File: src/rtl/alu_cmp_monitor_if.sv
// Wishbone slave bundle between the user project wrapper and alu_cmp_monitor.
interface alu_cmp_monitor_if;
   logic        wbs_stb_i;
   logic        wbs_cyc_i;
   logic        wbs_we_i;
   logic [3:0]  wbs_sel_i;
   logic [31:0] wbs_dat_i;
   logic [31:0] wbs_adr_i;
   logic        wbs_ack_o;
   logic [31:0] wbs_dat_o;

   modport slave (
      input  wbs_stb_i, wbs_cyc_i, wbs_we_i, wbs_sel_i, wbs_dat_i, wbs_adr_i,
      output wbs_ack_o, wbs_dat_o
   );

   modport master (
      output wbs_stb_i, wbs_cyc_i, wbs_we_i, wbs_sel_i, wbs_dat_i, wbs_adr_i,
      input  wbs_ack_o, wbs_dat_o
   );
endinterface

File: src/rtl/alu_cmp_monitor.sv
// Watches the two alu_xor_4 result lanes and their compare flags, counts samples and
// mismatches, latches the first failing vector and reports it over Wishbone.
//
// state   | meaning
// IDLE    | not sampling, counters held
// RUN     | every cycle counts the stage-2 vector
// HALTED  | stopped on a mismatch, waits for CLR or EN=0
module alu_cmp_monitor #(
   parameter logic [31:0] BASE_ADDR = 32'h3000_0000,
   parameter int          CNT_W     = 16
) (
   input  logic                wb_clk_i,
   input  logic                wb_rst_ni,
   alu_cmp_monitor_if.slave    wbs,
   input  logic [3:0]          alu_out1,
   input  logic [3:0]          alu_out2,
   input  logic                carry1,
   input  logic                carry2,
   input  logic [3:0]          cmp_x,
   input  logic                cmp_y,
   output logic                irq_o,
   output logic                halted_o
);

   typedef enum logic [1:0] {
      ST_IDLE   = 2'd0,
      ST_RUN    = 2'd1,
      ST_HALTED = 2'd2
   } state_t;

   localparam int          VEC_W   = 15;
   localparam logic [CNT_W-1:0] CNT_MAX = {CNT_W{1'b1}};

   state_t             state_q, state_d;
   logic               en_q, en_d;
   logic               irq_en_q, irq_en_d;
   logic               stop_q, stop_d;
   logic [VEC_W-1:0]   s1_vec_q, s1_vec_d;
   logic [VEC_W-1:0]   s2_vec_q, s2_vec_d;
   logic               s2_mis_q, s2_mis_d;
   logic               s2_flt_q, s2_flt_d;
   logic [CNT_W-1:0]   samples_q, samples_d;
   logic [CNT_W-1:0]   mism_q, mism_d;
   logic [VEC_W-1:0]   first_q, first_d;
   logic [CNT_W-1:0]   first_idx_q, first_idx_d;
   logic               mstky_q, mstky_d;
   logic               fstky_q, fstky_d;
   logic               sat_q, sat_d;
   logic               irq_q, irq_d;
   logic               ack_q, ack_d;
   logic [31:0]        dat_q, dat_d;

   logic               fire;
   logic               hit;
   logic [7:0]         off;
   logic               ctrl_wr;
   logic               clr;
   logic               sample;
   logic [31:0]        rd_data;
   logic               unused_bits;

   assign unused_bits = ^{wbs.wbs_dat_i[31:4], wbs.wbs_sel_i[3:1]};

   assign fire    = wbs.wbs_stb_i & wbs.wbs_cyc_i & ~ack_q;
   assign hit     = (wbs.wbs_adr_i[31:8] == BASE_ADDR[31:8]);
   assign off     = wbs.wbs_adr_i[7:0];
   assign ctrl_wr = fire & wbs.wbs_we_i & hit & (off == 8'h00) & wbs.wbs_sel_i[0];
   assign clr     = ctrl_wr & wbs.wbs_dat_i[1];
   assign sample  = (state_q == ST_RUN) & ~clr;

   always_comb begin
      rd_data = '0;
      case (off)
         8'h00:   rd_data[3:0]       = {stop_q, irq_en_q, 1'b0, en_q};
         8'h04:   rd_data[4:0]       = {sat_q, fstky_q, mstky_q, state_q};
         8'h08:   rd_data[CNT_W-1:0] = samples_q;
         8'h0C:   rd_data[CNT_W-1:0] = mism_q;
         8'h10:   rd_data[VEC_W-1:0] = first_q;
         8'h14:   rd_data[CNT_W-1:0] = first_idx_q;
         default: rd_data = '0;
      endcase
   end

   always_comb begin
      state_d     = state_q;
      en_d        = en_q;
      irq_en_d    = irq_en_q;
      stop_d      = stop_q;
      samples_d   = samples_q;
      mism_d      = mism_q;
      first_d     = first_q;
      first_idx_d = first_idx_q;
      mstky_d     = mstky_q;
      fstky_d     = fstky_q;

      // vector layout: {carry2, carry1, out2, out1, x, y}
      s1_vec_d = {carry2, carry1, alu_out2, alu_out1, cmp_x, cmp_y};
      s2_vec_d = s1_vec_q;
      s2_mis_d = |s1_vec_q[4:0];
      s2_flt_d = (s1_vec_q[4:1] != (s1_vec_q[8:5] ^ s1_vec_q[12:9])) |
                 (s1_vec_q[0] != (s1_vec_q[13] ^ s1_vec_q[14]));

      ack_d = fire;
      dat_d = (fire & ~wbs.wbs_we_i & hit) ? rd_data : 32'h0;

      if (ctrl_wr) begin
         en_d     = wbs.wbs_dat_i[0];
         irq_en_d = wbs.wbs_dat_i[2];
         stop_d   = wbs.wbs_dat_i[3];
      end

      if (clr) begin
         samples_d   = '0;
         mism_d      = '0;
         first_d     = '0;
         first_idx_d = '0;
         mstky_d     = 1'b0;
         fstky_d     = 1'b0;
      end else if (sample) begin
         if (samples_q != CNT_MAX) samples_d = samples_q + 1'b1;
         if (s2_mis_q) begin
            if (mism_q != CNT_MAX) mism_d = mism_q + 1'b1;
            mstky_d = 1'b1;
            if (!mstky_q) begin
               first_d     = s2_vec_q;
               first_idx_d = samples_q;
            end
         end
         if (s2_flt_q) fstky_d = 1'b1;
      end

      // counters only move by +1 or clear, so "reached all-ones" marks saturation
      sat_d = (sat_q & ~clr) | (samples_d == CNT_MAX) | (mism_d == CNT_MAX);
      irq_d = irq_en_d & (mstky_d | fstky_d);

      case (state_q)
         ST_IDLE: begin
            if (en_d) state_d = ST_RUN;
         end
         ST_RUN: begin
            if (!en_d)                           state_d = ST_IDLE;
            else if (sample & s2_mis_q & stop_d) state_d = ST_HALTED;
         end
         ST_HALTED: begin
            if (clr)       state_d = en_d ? ST_RUN : ST_IDLE;
            else if (!en_d) state_d = ST_IDLE;
         end
         default: state_d = ST_IDLE;
      endcase
   end

   always_ff @(posedge wb_clk_i or negedge wb_rst_ni) begin
      if (!wb_rst_ni) begin
         state_q     <= ST_IDLE;
         en_q        <= 1'b0;
         irq_en_q    <= 1'b0;
         stop_q      <= 1'b0;
         s1_vec_q    <= '0;
         s2_vec_q    <= '0;
         s2_mis_q    <= 1'b0;
         s2_flt_q    <= 1'b0;
         samples_q   <= '0;
         mism_q      <= '0;
         first_q     <= '0;
         first_idx_q <= '0;
         mstky_q     <= 1'b0;
         fstky_q     <= 1'b0;
         sat_q       <= 1'b0;
         irq_q       <= 1'b0;
         ack_q       <= 1'b0;
         dat_q       <= '0;
      end else begin
         state_q     <= state_d;
         en_q        <= en_d;
         irq_en_q    <= irq_en_d;
         stop_q      <= stop_d;
         s1_vec_q    <= s1_vec_d;
         s2_vec_q    <= s2_vec_d;
         s2_mis_q    <= s2_mis_d;
         s2_flt_q    <= s2_flt_d;
         samples_q   <= samples_d;
         mism_q      <= mism_d;
         first_q     <= first_d;
         first_idx_q <= first_idx_d;
         mstky_q     <= mstky_d;
         fstky_q     <= fstky_d;
         sat_q       <= sat_d;
         irq_q       <= irq_d;
         ack_q       <= ack_d;
         dat_q       <= dat_d;
      end
   end

   assign wbs.wbs_ack_o = ack_q;
   assign wbs.wbs_dat_o = dat_q;
   assign irq_o         = irq_q;
   assign halted_o      = (state_q == ST_HALTED);

endmodule

File: src/flat_wrapper.sv
// flat-port wrapper written by rule: the top's interface ports become plain ports
module alu_cmp_monitor_flat 
#(
   parameter logic [31:0] BASE_ADDR = 32'h3000_0000,
   parameter int          CNT_W     = 16
)
  (wb_clk_i, wb_rst_ni, alu_out1, alu_out2, carry1, carry2, cmp_x, cmp_y, irq_o, halted_o, wbs_wbs_stb_i, wbs_wbs_cyc_i, wbs_wbs_we_i, wbs_wbs_sel_i, wbs_wbs_dat_i, wbs_wbs_adr_i, wbs_wbs_ack_o, wbs_wbs_dat_o);
  alu_cmp_monitor_if wbs_i ();
  input  logic wb_clk_i;
  input  logic wb_rst_ni;
  input  logic [3:0] alu_out1;
  input  logic [3:0] alu_out2;
  input  logic carry1;
  input  logic carry2;
  input  logic [3:0] cmp_x;
  input  logic cmp_y;
  output logic irq_o;
  output logic halted_o;
  input wire logic [$bits(wbs_i.wbs_stb_i)-1:0] wbs_wbs_stb_i;
  input wire logic [$bits(wbs_i.wbs_cyc_i)-1:0] wbs_wbs_cyc_i;
  input wire logic [$bits(wbs_i.wbs_we_i)-1:0] wbs_wbs_we_i;
  input wire logic [$bits(wbs_i.wbs_sel_i)-1:0] wbs_wbs_sel_i;
  input wire logic [$bits(wbs_i.wbs_dat_i)-1:0] wbs_wbs_dat_i;
  input wire logic [$bits(wbs_i.wbs_adr_i)-1:0] wbs_wbs_adr_i;
  output wire logic [$bits(wbs_i.wbs_ack_o)-1:0] wbs_wbs_ack_o;
  output wire logic [$bits(wbs_i.wbs_dat_o)-1:0] wbs_wbs_dat_o;
  assign wbs_i.wbs_stb_i = wbs_wbs_stb_i;
  assign wbs_i.wbs_cyc_i = wbs_wbs_cyc_i;
  assign wbs_i.wbs_we_i = wbs_wbs_we_i;
  assign wbs_i.wbs_sel_i = wbs_wbs_sel_i;
  assign wbs_i.wbs_dat_i = wbs_wbs_dat_i;
  assign wbs_i.wbs_adr_i = wbs_wbs_adr_i;
  assign wbs_wbs_ack_o = wbs_i.wbs_ack_o;
  assign wbs_wbs_dat_o = wbs_i.wbs_dat_o;
  alu_cmp_monitor #(.BASE_ADDR(BASE_ADDR), .CNT_W(CNT_W)) u_core (.wb_clk_i(wb_clk_i), .wb_rst_ni(wb_rst_ni), .wbs(wbs_i), .alu_out1(alu_out1), .alu_out2(alu_out2), .carry1(carry1), .carry2(carry2), .cmp_x(cmp_x), .cmp_y(cmp_y), .irq_o(irq_o), .halted_o(halted_o));
endmodule
File: config.mk
export PLATFORM = sky130hd
export DESIGN_NAME = alu_cmp_monitor_flat
export DESIGN_NICKNAME = d
export VERILOG_FILES = /design/src/rtl/alu_cmp_monitor_if.sv /design/src/rtl/alu_cmp_monitor.sv /design/src/flat_wrapper.sv
export SDC_FILE = /design/constraint.sdc
export NUM_CORES = 1
export LEC_CHECK = 0
export ABC_AREA = 0
export CORE_MARGIN = 4
export CORE_UTILIZATION = 55
export CTS_CLUSTER_SIZE = 28
export DETAILED_ROUTE_END_ITERATION = 6
export GPL_ROUTABILITY_DRIVEN = 0
export PLACE_DENSITY = 0.91
export SETUP_SLACK_MARGIN = 0.2
export SLEW_MARGIN = 20
export SYNTH_ARGS = -nofsm -noshare
export SYNTH_HDL_FRONTEND = slang
export SYNTH_SLANG_ARGS = --single-unit
File: constraint.sdc
create_clock -name wb_clk_i -period 5.1 [get_ports wb_clk_i]
set_input_delay 1.02 -clock wb_clk_i [delete_from_list [all_inputs] [get_ports wb_clk_i]]
set_output_delay 1.02 -clock wb_clk_i [all_outputs]
set_load 0.02 [all_outputs]
==> out/qor.yml, run 1 <==
cts:
  cts.path.max_buffers: 2
  insertion_delay_ps: 530
  cts_tree: "done"
  root_buffer: "clkbuf_8"
  cts_buffers: 17
  ctsHoldBuffers: 0
  numClockSinks: 121
  cts-resized-gates: 0
  clkTransAtPathRegs_ps: 60
  cts_setup_buffers: 0
  htreeDepth: 4
power:
  clkPwrFrac: 0.503
  p_per_area_mw_per_mm2: 308
  p_seq_frac: 0.451
  combPwrFrac: 0.046
  power_leakage_uw: 0.00287
  p_int_uw: 1670
  p_sw_frac: 0.233
  power.net_switching_uw: 508
  ir_worst_vdd_uv: 217
route:
  drcViolationCount: 0
  drtIter0Drc: 790
  dr_total_vias: 5161
  vias_per_cell: 6.44
  first_pass_iters: 6
  wl_per_cell_microns: 20.1
  ant_nets: 0
  wirelength_microns: 16200
layout:
  layout.nets: 744
  area_growth_pct: 22.2
  antennaDiodeCount: 0
  final_util: 0.688
  fin_cells: 802
  fin_area_sq_mm: 0.00707
  drive_gt1_frac: 0.0781
sta:
  setup_violations: 0
  rsz0062_at_grt: "false"
  relSlewSlack: 0.344
  drv_slew: 0
  fin_crit_sh: 0.672
  max_freq_mhz: 292
  worst_slew_pin_slew_ps: 984
  clock_skew_ps: 15.6
  hold_slack_ps: 389
  setup_tns_ps: 0
  hold_violations: 0
  min_period_ps: 3430
die:
  num_io_pins: 123
  start_util: 0.563
  chipHeight_microns: 111
  die_w_microns: 111
  core-area_sq_mm: 0.0103
  rows: 37
  die_area_sq_mm: 0.0122
synthesis:
  synth-main-ff-cell: "dfrtp_1"
  yosysSeqAreaShare: 0.523
  synth.distinct_cells: 54
  synth_top_area_share: 0.523
  avgSynthCellArea_sq_um: 9.72
  synth_edf_count: 0
  synth_area_sq_mm: 0.00579
  synth_area_leaders: "dfrtp_1, nor2_1, a21oi_1, o21ai_0, xnor2_1"
  yosysWarnings: 0
  synth.ff_latch_count: 121
  synthesis.instances: 595
  synth-async-reset-ratio: 1.00
  yosys.area.top_type: "dfrtp_1"
outcome:
  outcome: "finished, final reports clean"
global_route:
  grt_pass1_vias: 5144
  grt_pass1_wl_microns: 26300
  overflow: 0
  grt.total_usage: 0.266
  grt_antenna_before_repair: 0
  grt_max_degree: 85
setup_path:
  start_kind: "primary input"
  arrival_ps: 3850
  end_kind: "flip-flop"
  path_class: "in2reg"
  cp_max_fo: 20
  required_ps: 5530
placement:
  dpl_cell_area_sq_mm: 0.00652
  dp_hpwl_microns: 10400
  dp_cells: 771
  port_buffers: 75
run:
  drv_cap: 0
min_path:
  worst_hold_path_type: "reg2reg"
==> metal layers <==
layer | wire [microns] | share of wire | track usage | up-vias
li1 | - | - | - | 2198
met1 | 5980 | 0.37 | 0.338 | 2430
met2 | 7650 | 0.47 | 0.427 | 442
met3 | 1780 | 0.11 | 0.0685 | 91
met4 | 729 | 0.045 | 0.127 | 0
met5 | 0 | 0 | 0 | -
==> state kept, by name, summed over array words and instances, names as in the netlist <==
signal / count
u_core.mstky_q: 1
u_core.state_q: 2
u_core.mism_q: 16
u_core.s2_flt_q: 1
u_core.wbs.wbs_ack_o: 1
u_core.s2_mis_q: 1
u_core.sat_q: 1
u_core.stop_q: 1
u_core.first_q: 15
u_core.irq_o: 1
u_core.fstky_q: 1
u_core.s1_vec_q: 15
u_core.samples_q: 16
u_core.en_q: 1
u_core.first_idx_q: 16
u_core.s2_vec_q: 15
u_core.wbs.wbs_dat_o: 16
u_core.irq_en_q: 1
==> synth_stat cells, types with 5 or more instances <==
cell type / count
a21oi_1: 49
a221oi_1: 11
a22oi_1: 5
and3_1: 9
buf_1: 6
buf_2: 10
buf_4: 18
clkbuf_1: 22
dfrtp_1: 121
inv_1: 6
mux2i_1: 18
nand2_1: 51
nand3_1: 19
nand4_1: 13
nor2_1: 73
nor3_1: 20
nor4_1: 14
o21ai_0: 39
xnor2_1: 22
xor2_1: 6
==> worst paths after layout <==
path | startpoint | to | slack (ps) | cells past startpoint
hold / removal | u_core.s1_vec_q[7]$_DFF_PN0_ | u_core.s2_vec_q[7]$_DFF_PN0_ | 390 | 0
max in group asynchronous | wb_rst_ni | u_core.wbs.wbs_ack_o$_DFF_PN0_ | 3600 | 2
hold reg to reg | u_core.s1_vec_q[7]$_DFF_PN0_ | u_core.s2_vec_q[7]$_DFF_PN0_ | 390 | 0
setup reg to reg | u_core.samples_q[0]$_DFF_PN0_ | u_core.sat_q$_DFF_PN0_ | 2050 | 8
setup / recovery | wbs_wbs_adr_i[4] | u_core.sat_q$_DFF_PN0_ | 1670 | 10
min in group asynchronous | wb_rst_ni | u_core.s2_vec_q[13]$_DFF_PN0_ | 520 | 1
==> cell type report <==
class | instances | area (sq um)
Clock buffer | 17 | 414
Clock inverter | 14 | 126
Fill cell | 700 | 3210
Inverter | 6 | 22.5
Multi-Input combinational cell | 427 | 2510
Sequential cell | 121 | 3030
Tap cell | 136 | 170
Timing Repair Buffer | 81 | 797
==> worst max-delay path, stage by stage <==
cell and delay, ps:
clkdlybuf4s50_1 460, nor4_1 580, nand4_1 280, nor4_4 220, buf_4 320, a21oi_1 70, nor3_1 310, a22o_1 220
a22oi_1 110, o31ai_2 260
==> cells in the final DEF (no fill, tap or decap), types with 4 or more instances in the layout <==
master / n
mux2i_1: 18
clkdlybuf4s50_1: 74
xnor2_1: 22
buf_4: 6
or3_1: 4
clkbuf_16: 16
xor2_1: 6
nand3_1: 19
nor2_1: 73
clkinvlp_4: 5
a221oi_1: 11
dfrtp_1: 121
nor4_1: 14
o21ai_0: 39
and3_1: 9
a22oi_1: 5
and2_1: 4
mux2_2: 4
inv_1: 6
and4_1: 4
nand2_1: 51
conb_1: 16
nand4_1: 13
a21oi_1: 49
nor3_1: 20
==> cells by family after synthesis <==
group / synth area share
buf+inv: 0.0541
compound gates: 0.133
mux: 0.0389
fa+ha+maj: 0.00432
simple gates: 0.203
other cells: 0.000648
flops: 0.523
xor+xnor: 0.0424
==> power groups by stage <==
stage | sequential (uW) | clock (uW) | combinational [uW]
6_report | 981 | 1090 | 101
3_5_place_dp | 998 | 0 | 101
2_1_floorplan | 997 | 0 | 40.7
3_3_place_gp | 997 | 0 | 98.7
5_1_grt | 982 | 1140 | 110
4_1_cts | 981 | 1090 | 102
==> per-stage QoR <==
stage               total power (uW)  setup WS (ps)
floorplan                       1040           2240
global placement                1100           1450
detailed placement              1100           1330
CTS                             2180           1730
global route                    2230           1440
finish                          2180           1670
Power figures use the tool's default switching activity.
==> run 2: changes to the inputs <==
Settings changed: CORE_UTILIZATION 55 to 51, PLACE_DENSITY 0.91 to 0.86.
Clock period 5.1 ns to 3.6 ns, I/O delays scaled along.
==> out/qor.yml, run 2 (synthesis gave the netlist of run 1 again) <==
outcome:
  outcome: "finished, final reports clean"
sta:
  setup_tns_ps: 0  # unchanged
  clock_skew_ps: 6.61  # -8.94 ps
  min_period_ps: 2980
  rsz0062_at_grt: "false"
  relSlewSlack: 0.368  # +0.0244
  worst_slew_pin_slew_ps: 948  # -36.7 ps
  hold_violations: 0  # unchanged
  max_freq_mhz: 335
  drv_slew: 0  # unchanged
  setup_violations: 0  # unchanged
  fin_crit_sh: 0.828
layout:
  antennaDiodeCount: 0  # unchanged
  n_fill_cell: 807  # +15%
  drive_gt1_frac: 0.0862  # +0.00810
  final_common_cell: "dfrtp_1"
  layout_common_cells: "dfrtp_1, clkdlybuf4s50_1, nor2_1, nand2_1, a21oi_1"
  area_growth_pct: 23.6
  layout.nets: 751  # +0.94%
placement:
  port_buffers: 75  # unchanged
  dp_hpwl_microns: 10400  # -0.15%
cts:
  cts_setup_buffers: 0  # unchanged
  root_buffer: "clkbuf_16"
  htreeDepth: 4  # unchanged
  ctsHoldBuffers: 0  # unchanged
  cts.path.max_buffers: 2  # unchanged
  cts-resized-gates: 0  # unchanged
  clkTransAtPathRegs_ps: 50  # about the same
  cts_buffers: 17  # unchanged
  insertion_delay_ps: 410  # -120 ps
  numClockSinks: 121  # unchanged
  cts_tree: "done"
route:
  drcViolationCount: 0  # unchanged
  first_pass_iters: 5  # -1
  dr_total_vias: 4957  # -4.0%
  ant_nets: 0  # unchanged
  vias_per_cell: 6.10  # -5.3%
  drtIter0Drc: 524  # -34%
  wirelength_microns: 15100  # -6.8%
  wl_per_cell_microns: 18.5  # -8.1%
setup_path:
  required_ps: 3910  # -1620 ps
  end_kind: "flip-flop"
  critPathLaunch: "u_core.mism_q[0]$_DFF_PN0_"
  path_class: "reg2reg"
  arrival_ps: 3300  # -550 ps
  start_kind: "flip-flop"
  r2r-start: "u_core.mism_q[0]$_DFF_PN0_"
  cp_max_fo: 9  # -55%
  rr_worst_depth: 9  # +1
die:
  num_io_pins: 123  # unchanged
  die_w_microns: 115  # +3.6%
  chipHeight_microns: 115  # +3.6%
  core-area_sq_mm: 0.0110  # +6.9%
  rows: 38  # +2.7%
  start_util: 0.527  # -0.0362
  die_area_sq_mm: 0.0131  # +7.3%
global_route:
  grt.total_usage: 0.234  # -0.0320
  grt_pass1_wl_microns: 24200  # -8.0%
  overflow: 0  # unchanged
  grt_max_degree: 57  # -33%
  grt_pass1_vias: 4848  # -5.8%
  grt_antenna_before_repair: 0  # unchanged
run:
  drv_cap: 0  # unchanged
min_path:
  worst_hold_path_type: "in2async"
power:
  p_per_area_mw_per_mm2: 435  # +41%
  power.total_uw: 3110  # +43%
  ir_worst_vdd_uv: 276  # +27%
  power_leakage_uw: 0.00292  # +1.8%
==> run 2: cell types whose count changed in the layout (fill, tap and decap cells not counted) <==
cell        before  now
buf_4            6   13
clkinv_4         3    0
clkbuf_8         1    2
clkbuf_1         0    1
buf_6            1    0
buf_12           0    1
clkbuf_16       16   17
clkinvlp_4       5    4
clkinv_2         3    4
==> run 2: area by class of cell <==
class	count	area, sq um	area share
Sequential cell	121	3030	0.424
Clock inverter	11	97.6	0.0137
Inverter	6	22.5	0.00315
Timing Repair Buffer	88	858	0.120
Clock buffer	20	457	0.0639
Tap cell	140	175	0.0245
Multi-Input combinational cell	427	2510	0.351
==> run 2: path summary, 6_finish.rpt <==
check | endpoint | slack, ps
worst max-delay path | u_core.sat_q$_DFF_PN0_ | 620
worst min-delay path | u_core.mism_q[0]$_DFF_PN0_ | 370
worst max register to register | u_core.sat_q$_DFF_PN0_ | 620
worst min register to register | u_core.s2_vec_q[9]$_DFF_PN0_ | 400
max in group asynchronous | u_core.first_idx_q[6]$_DFFE_PN0P_ | 2410
min in group wb_clk_i | u_core.s2_vec_q[9]$_DFF_PN0_ | 400
==> run 2: layer usage <==
layer	wire length [microns]	up-vias	global-route usage
met5	0	-	0
met4	435	0	0.105
met3	1360	50	0.0539
met2	7210	268	0.378
met1	6040	2419	0.302
li1	-	2220	-
==> run 2: worst max-delay path: stages, from the launching register on <==
cell     delay, ps
dfrtp_1        510
ha_1           310
nand4_2        240
nor4_4         600
nor2_1         150
and4_1         250
xnor2_1        150
or2_2          300
o31a_1         300
o31ai_2         70
==> run 2: metrics by stage <==
stage | util | cells | worst slack [ps] | hold slack (ps) | instance area (sq um)
finish | 0.651 | 813 | 619 | 374 | 7150
global route | 0.651 | 813 | 470 | 399 | 7150
CTS | 0.651 | 813 | 677 | 393 | 7150
detailed placement | 0.600 | 782 | 283 | 384 | 6590
global placement | 0.600 | 782 | 352 | 378 | 6590
floorplan | - | 610 | 1040 | 372 | 5840
==> run 2: power breakdown <==
group / internal (uW) / switching [uW] / leakage, uW
sequential: 1380 / 12.3 / 0.00128
combinational: 74.5 / 71.1 / 0.00138
clock: 978 / 596 / 0.000264
==> run 3: changes to the inputs <==
Clock period 3.6 ns to 2.9 ns, I/O delays scaled along.
==> out/qor.yml, run 3 (synthesis gave the netlist of run 1 again) <==
outcome:
  outcome: "finished, final reports clean"
layout:
  layout.nets: 772  # +2.8%
  area_growth_pct: 28.2
  layout_common_cells: "dfrtp_1, clkdlybuf4s50_1, nor2_1, nand2_1, a21oi_1"
  n_fill_cell: 739  # -8.4%
  drive_gt1_frac: 0.128  # +0.0419
  fin_cells: 835  # +2.7%
  fin_area_sq_mm: 0.00742  # +3.8%
  antennaDiodeCount: 0  # unchanged
  final_common_cell: "dfrtp_1"
sta:
  worst_slew_pin_slew_ps: 726  # -222 ps
  clock_skew_ps: 7.51  # +0.894 ps
  hold_violations: 0  # unchanged
  min_period_ps: 2620  # -360 ps
  setup_violations: 0  # unchanged
  relSlewSlack: 0.516  # +0.148
  rsz0062_at_grt: "false"
  fin_crit_sh: 0.904  # +0.0756
  drv_slew: 0  # unchanged
  max_freq_mhz: 382  # +14%
die:
  rows: 38  # unchanged
  chipHeight_microns: 115  # unchanged
  die_area_sq_mm: 0.0131  # unchanged
  die_w_microns: 115  # unchanged
  core-area_sq_mm: 0.0110  # unchanged
  start_util: 0.527  # unchanged
  num_io_pins: 123  # unchanged
route:
  first_pass_iters: 6  # +1
  dr_total_vias: 5294  # +6.8%
  wirelength_microns: 17000  # +13%
  wl_per_cell_microns: 20.3  # +9.7%
  drtIter0Drc: 676  # +29%
  drcViolationCount: 0  # unchanged
  vias_per_cell: 6.34  # +4.0%
  ant_nets: 0  # unchanged
placement:
  dp_cells: 797  # +1.9%
  dp_hpwl_microns: 11200  # +8.1%
  dpl_cell_area_sq_mm: 0.00671  # +1.7%
  port_buffers: 75  # unchanged
min_path:
  worst_hold_path_type: "in2async"
cts:
  numClockSinks: 121  # unchanged
  cts_tree: "done"
  cts.path.max_buffers: 2  # unchanged
  clkTransAtPathRegs_ps: 60  # about the same
  htreeDepth: 4  # unchanged
  root_buffer: "clkbuf_16"
  cts_buffers: 17  # unchanged
  insertion_delay_ps: 420  # about the same
setup_path:
  required_ps: 3230  # -680 ps
  critPathSlowestCell: "dfrtp_2"
  critPathMaxStageDelay_ps: 470  # -130 ps
  arrival_ps: 2950  # -350 ps
  cp_max_fo: 8  # -1
  path_class: "reg2reg"
  end_kind: "flip-flop"
  critPathTopFamily: "simple AND/OR/NAND/NOR gates"
  path_cells: "ha_2 > nand4_2 > nor4_4 > nor2_1 > and4_1 > xnor2_1 > or2_2 > o31a_1 > o31ai_2"
  start_kind: "flip-flop"
  path_buf_inv: 0  # unchanged
global_route:
  overflow: 0  # unchanged
  grt_max_degree: 56  # -1.8%
  grt_antenna_before_repair: 0  # unchanged
  grt.total_usage: 0.262  # +0.0283
  grt_pass1_vias: 5291  # +9.1%
  grt_pass1_wl_microns: 26600  # +10%
power:
  ir_worst_vdd_uv: 425  # +54%
  power_leakage_uw: 0.00307  # +5.0%
  p_per_area_mw_per_mm2: 558  # +28%
  power.total_uw: 4140  # +33%
run:
  drv_cap: 0  # unchanged
[run 3: changes by cell type in the layout (fill, tap and decap cells not counted), moves of 2 or more]
cell,previous run,this run
buf_4,13,33
clkinv_4,0,5
clkinvlp_4,4,0
nor4_1,14,10
nor4_2,1,5
bufinv_16,1,4
dfrtp_1,121,118
dfrtp_2,0,3
clkbuf_8,2,0
[run 3: layer usage]
layer | GRT usage | routed length (microns) | vias to the layer above | part of all wire
met3 | 0.0756 | 2020 | 103 | 0.12
met5 | 0 | 0 | - | 0
met2 | 0.429 | 8100 | 422 | 0.48
met1 | 0.314 | 5930 | 2511 | 0.35
met4 | 0.138 | 903 | 0 | 0.053
li1 | - | - | 2258 | -
[run 3: area by class of cell]
cell class                      instances  area [sq um]  area share
Clock buffer                           18           429      0.0579
Sequential cell                       121          3030       0.409
Timing Repair Buffer                  109          1020       0.137
Clock inverter                         14           196      0.0265
Tap cell                              140           175      0.0236
Multi-Input combinational cell        427          2540       0.343
Inverter                                6          22.5     0.00304
[run 3: worst register-to-register path: stages (launching register included)]
cell     delay, ps
dfrtp_2        470
ha_2           260
nand4_2        240
nor4_4         360
nor2_1         130
and4_1         240
xnor2_1        160
or2_2          300
o31a_1         310
o31ai_2         70
[run 3: worst paths after layout]
check	start	endpoint	slack, ps	depth (start not counted)
setup / recovery	u_core.mism_q[0]$_DFF_PN0_	u_core.sat_q$_DFF_PN0_	280	9
hold / removal	wb_rst_ni	u_core.mism_q[1]$_DFF_PN0_	220	1
setup reg to reg	u_core.mism_q[0]$_DFF_PN0_	u_core.sat_q$_DFF_PN0_	280	9
hold reg to reg	u_core.s1_vec_q[14]$_DFF_PN0_	u_core.s2_vec_q[14]$_DFF_PN0_	390	0
max in group asynchronous	wb_rst_ni	u_core.wbs.wbs_dat_o[6]$_DFF_PN0_	1950	2
min in group wb_clk_i	u_core.s1_vec_q[14]$_DFF_PN0_	u_core.s2_vec_q[14]$_DFF_PN0_	390	0
[run 3: stage by stage]
stage / util / hold slack, ps / setup TNS [ps] / worst slack (ps)
2_1_floorplan: - / 284 / 0 / 450
3_3_place_gp: 0.611 / 377 / 0 / 2.67
3_5_place_dp: 0.611 / 386 / -146 / -83.6
4_1_cts: 0.668 / 246 / 0 / 246
5_1_grt: 0.675 / 279 / 0 / 209
6_report: 0.675 / 225 / 0 / 279
[run 3: what timing repair did]
item / 4_1_cts / 5_1_grt
cloned: 0 / 0
hold buffers: 0 / 0
resized for setup: 1 / 9
buffers inserted: 0 / 6
pin swaps: 0 / 1
endpoints found under the hold margin: 0 / 0
setup endpoints to repair: 1 / 3
[run 3: report_power, final]
part	switching [uW]	leakage, uW	internal, uW
Clock	783	0.000309	1440
Sequential	16.3	0.00127	1710
Combinational	90.7	0.00148	95.3
